[src/rtl/alu_pkg.sv]
// Shared opcode constants and sequencer state encoding for the bit-serial ALU.
package alu_pkg;

  localparam logic [1:0] ALU_AND = 2'b00;
  localparam logic [1:0] ALU_OR  = 2'b01;
  localparam logic [1:0] ALU_XOR = 2'b10;
  localparam logic [1:0] ALU_NOT = 2'b11;  // acts on data_in_1 only

  typedef enum logic [1:0] {
    IDLE = 2'd0,
    RUN  = 2'd1,
    DONE = 2'd2
  } state_t;

endpackage

[src/rtl/alu_bit_serial_seq.sv]
// Operand sequencer turning an external combinational 1-bit ALU into a W-bit
// bit-serial ALU with a start/done handshake; operands are presented LSB first.
module alu_bit_serial_seq
  import alu_pkg::*;
#(
  parameter int unsigned W = 8
) (
  input  logic         clk,
  input  logic         rst,
  input  logic         start,
  input  logic [1:0]   op,
  input  logic [W-1:0] a,
  input  logic [W-1:0] b,
  output logic         busy,
  output logic         done,
  output logic [W-1:0] result,
  output logic         zero,
  output logic [1:0]   alu_ctrl,
  output logic         alu_in_1,
  output logic         alu_in_2,
  input  logic         alu_data_out,
  input  logic         alu_zero_flag
);

  localparam int unsigned CW = $clog2(W);
  localparam logic [CW-1:0] LAST = CW'(W - 1);

  state_t         state, state_nx;
  logic [W-1:0]   sa, sb, acc, acc_nx;
  logic [1:0]     op_q;
  logic [CW-1:0]  cnt;
  logic           zacc, zacc_nx;

  always_comb begin
    acc_nx  = {alu_data_out, acc[W-1:1]};
    zacc_nx = zacc & alu_zero_flag;
  end

  // The last RUN edge loads result/zero from the next-accumulator values so
  // they are already valid during the single DONE cycle.
  always_ff @(posedge clk) begin
    if (rst) begin
      state  <= IDLE;
      sa     <= '0;
      sb     <= '0;
      acc    <= '0;
      op_q   <= '0;
      cnt    <= '0;
      zacc   <= 1'b0;
      result <= '0;
      zero   <= 1'b0;
    end else begin
      state <= state_nx;
      case (state)
        IDLE: begin
          if (start) begin
            sa   <= a;
            sb   <= b;
            op_q <= op;
            cnt  <= '0;
            zacc <= 1'b1;
            acc  <= '0;
          end
        end
        RUN: begin
          acc  <= acc_nx;
          zacc <= zacc_nx;
          sa   <= sa >> 1;
          sb   <= sb >> 1;
          cnt  <= cnt + CW'(1);
          if (cnt == LAST) begin
            result <= acc_nx;
            zero   <= zacc_nx;
          end
        end
        default: ;
      endcase
    end
  end

  always_comb begin
    state_nx = state;
    busy     = 1'b0;
    done     = 1'b0;
    alu_in_1 = 1'b0;
    alu_in_2 = 1'b0;
    alu_ctrl = op_q;
    case (state)
      IDLE: if (start) state_nx = RUN;
      RUN: begin
        busy     = 1'b1;
        alu_in_1 = sa[0];
        alu_in_2 = sb[0];
        if (cnt == LAST) state_nx = DONE;
      end
      DONE: begin
        done     = 1'b1;
        state_nx = IDLE;
      end
      default: state_nx = IDLE;
    endcase
  end

endmodule

[config.mk]
export PLATFORM = sky130hd
export DESIGN_NAME = alu_bit_serial_seq
export DESIGN_NICKNAME = d
export VERILOG_FILES = /design/src/rtl/alu_pkg.sv /design/src/rtl/alu_bit_serial_seq.sv
export SDC_FILE = /design/constraint.sdc
export NUM_CORES = 1
export LEC_CHECK = 0
export BUFFER_PORTS_ARGS = -buffer_cell sky130_fd_sc_hd__buf_2
export CAP_MARGIN = 20
export CORE_UTILIZATION = 34
export DETAILED_ROUTE_END_ITERATION = 16
export PLACE_DENSITY = 0.61
export SETUP_SLACK_MARGIN = 0.4
export SYNTH_ARGS = -nofsm -noshare
export SYNTH_HDL_FRONTEND = slang
export SYNTH_SLANG_ARGS = --single-unit
[constraint.sdc]
create_clock -name clk -period 1.42 [get_ports clk]
set_input_delay 0.071 -clock clk [delete_from_list [all_inputs] [get_ports clk]]
set_output_delay 0.071 -clock clk [all_outputs]
set_load 0.05 [all_outputs]
==> flow_summary.ini <==
[hold_path]
min_path_type = input port to flop

[global_routing]
first_global_vias = 1336
grt_max_degree = 20
grt_overflow = 0
grt_usage_pct = 16.6
grt_pass1_wl_um = 6490
antenna_found_initial = 0

[synth]
ys_ff_latch = 40
yosysWarnings = 0
ys_async_sr_fraction_pct = 0
postSynthCellCount = 168
yosysSeqAreaShare_pct = 48.7
synth_edf_count = 0
synth_area_per_cell_um2 = 9.79
netlist_area_mm2 = 0.00164
ys.flop_type = dfxtp_1
synth_nets = 193
synth_cell_type_count = 24

[power]
power_density_mw_per_mm2 = 991
p_sw_share_pct = 26.4
p_clk_share_pct = 33.7
pwr-share-seq_pct = 48.7
combPwrFrac_pct = 17.6
ir_drop_mv = 0.633
p_leak_nw = 1.00
finalPower_mw = 2.50
p_sw_uw = 660
p_int_mw = 1.84

[timing]
rsz0062_at_grt = yes
final_max_slew_viol_count = 0
max_freq_mhz = 792
tightestPinTransition_ns = 0.413
slew_headroom_pct = 72.5
finalHoldViolCount = 0
finClkSkew_ns = 0.00360
period_needed_ns = 1.26
fin_tns_setup_ns = 0
finalSetupViolCount = 0
post-route-period-util_pct = 88.9

[layout]
n_antenna_cell = 0
nNetsFinal = 250
fin_util_pct = 56.0
n_fill_cell = 381
seq_area_um2 = 813
drive_gt1_share_pct = 58.8
multi_input_area_mm2 = 0.00102
layout_commonest_cell = dfxtp_1
design_area_mm2 = 0.00252
areaGrowthSynthToFinish_pct = 53.3
final_cell_mix = dfxtp_1, buf_2, nor2_1, mux2i_1, a211oi_2

[place]
place_hpwl_um = 2280
placed_area_mm2 = 0.00194
gp_congestion = 0.665
port_buffers = 37

[setup_path]
cp_data_required_time_ns = 1.63
cp-end-kind = flop
crit_type = flop to flop
crit_fanout = 7
critPathLaunchType = flop
crit_arrival_ns = 1.48

[floorplan]
fp.dieArea_mm2 = 0.00512
fp.dieH_um = 71.5
ios = 38
num_rows = 24
die_x_um = 71.5
coreArea_mm2 = 0.00450
start_util_pct = 36.5

[cts]
htree_levels = 2
clkLatencyLatePin_ns = 0.30
clk_pin_slew_worst_paths_ns = 0.08
clkSinkCount = 40
cts_tree = yes
hold_buffers = 0
cts-root-buf = clkbuf_8
clk_path_buf_depth = 2
cts_made_buffers = 5

[route]
routed_wl_um = 4370
wl_per_cell_um = 15.7
vias_per_cell = 5.24
drcViolationCount = 0
drt_iter0_markers = 58
firstDrtPassIters = 4
num_vias = 1458
drtAntennaViolNets = 0

[outcome]
status = completed

[run]
drv_cap = 0
[layout make-up]
class / count / area share (%)
Tap cell: 52 / 2.58
Multi-Input combinational cell: 116 / 40.3
Clock buffer: 8 / 3.97
Inverter: 1 / 0.149
Timing Repair Buffer: 61 / 20.7
Sequential cell: 40 / 32.3
[layer usage]
metal  GRT usage [%]  vias up  share of wire, %
met1            21.1      703                45
met2            26.5       36                48
met5               0        -                 0
met3            4.78       13               4.4
li1                -      706                 -
met4            6.75        0               3.4
[synth_stat cells, drive strengths merged, types with 2 or more instances]
master | n | share of area (%)
nand2 | 17 | 3.9
ha | 2 | 1.5
dfxtp | 40 | 49
a22oi | 11 | 5.0
buf | 8 | 3.7
a211oi | 15 | 9.9
nor2b | 3 | 1.1
a21oi | 10 | 3.0
and2 | 2 | 0.76
mux2i | 17 | 10
clkbuf | 4 | 0.91
nor2 | 29 | 6.6
o21bai | 2 | 0.91
[metrics by stage]
step	hold WS, ns	worst slack (ns)	cells
floorplan	0.207	0.273	168
global placement	0.307	0.107	252
detailed placement	0.323	0.0504	252
CTS	0.00547	0.183	270
global route	0.0312	0.115	278
finish	0.00804	0.158	278
[logic make-up after synthesis]
kind of cell               Yosys count  synth area share (%)
muxes                               17                  10.3
adders and majority gates            2                  1.52
DFF                                 40                  48.7
buffers and inverters               13                  4.87
AOI/OAI and AO/OA                   40                  19.8
and+or+nand+nor                     56                  14.8
[state kept, by name, summed over array words and instances, names as in the netlist]
register and count:
zacc 1, result 8, alu_ctrl 2, zero 1, cnt 3, sb 8, state 2, acc 7
sa 8
[worst max-delay path: stages, from the launching register on]
cell and delay (ns):
dfxtp_4 0.39, buf_4 0.12, o21ba_4 0.22, clkbuf_16 0.21, nor2_1 0.05, a211oi_1 0.18
[worst paths after layout]
path / start / endpoint / slack (ns) / depth (start not counted)
worst max-delay path: state[0]$_SDFFE_PP0P_ / sb[1]$_SDFFE_PP0P_ / 0.16 / 5
worst min-delay path: op[0] / alu_ctrl[0]$_SDFFE_PP0P_ / 0.008 / 3
worst max register to register: state[0]$_SDFFE_PP0P_ / sb[1]$_SDFFE_PP0P_ / 0.16 / 5
worst min register to register: result[1]$_SDFFE_PP0P_ / result[1]$_SDFFE_PP0P_ / 0.45 / 2
[power groups by stage]
stage               clock (mW)  combinational [mW]  sequential [mW]
finish                   0.842               0.441             1.22
detailed placement           0               0.292             1.23
global placement             0               0.290             1.23
CTS                      0.848               0.376             1.20
floorplan                    0               0.218             1.23
global route             0.904               0.470             1.22
[what timing repair did]
item                       4_1_cts  5_1_grt
setup endpoints to repair       42       44
pin swaps                       15       30
hold endpoints to repair         0        0
gates resized for setup         33       44
gates cloned                     1        4
setup buffers                    9        4
Note: power is estimated with default switching activity, not from simulation.
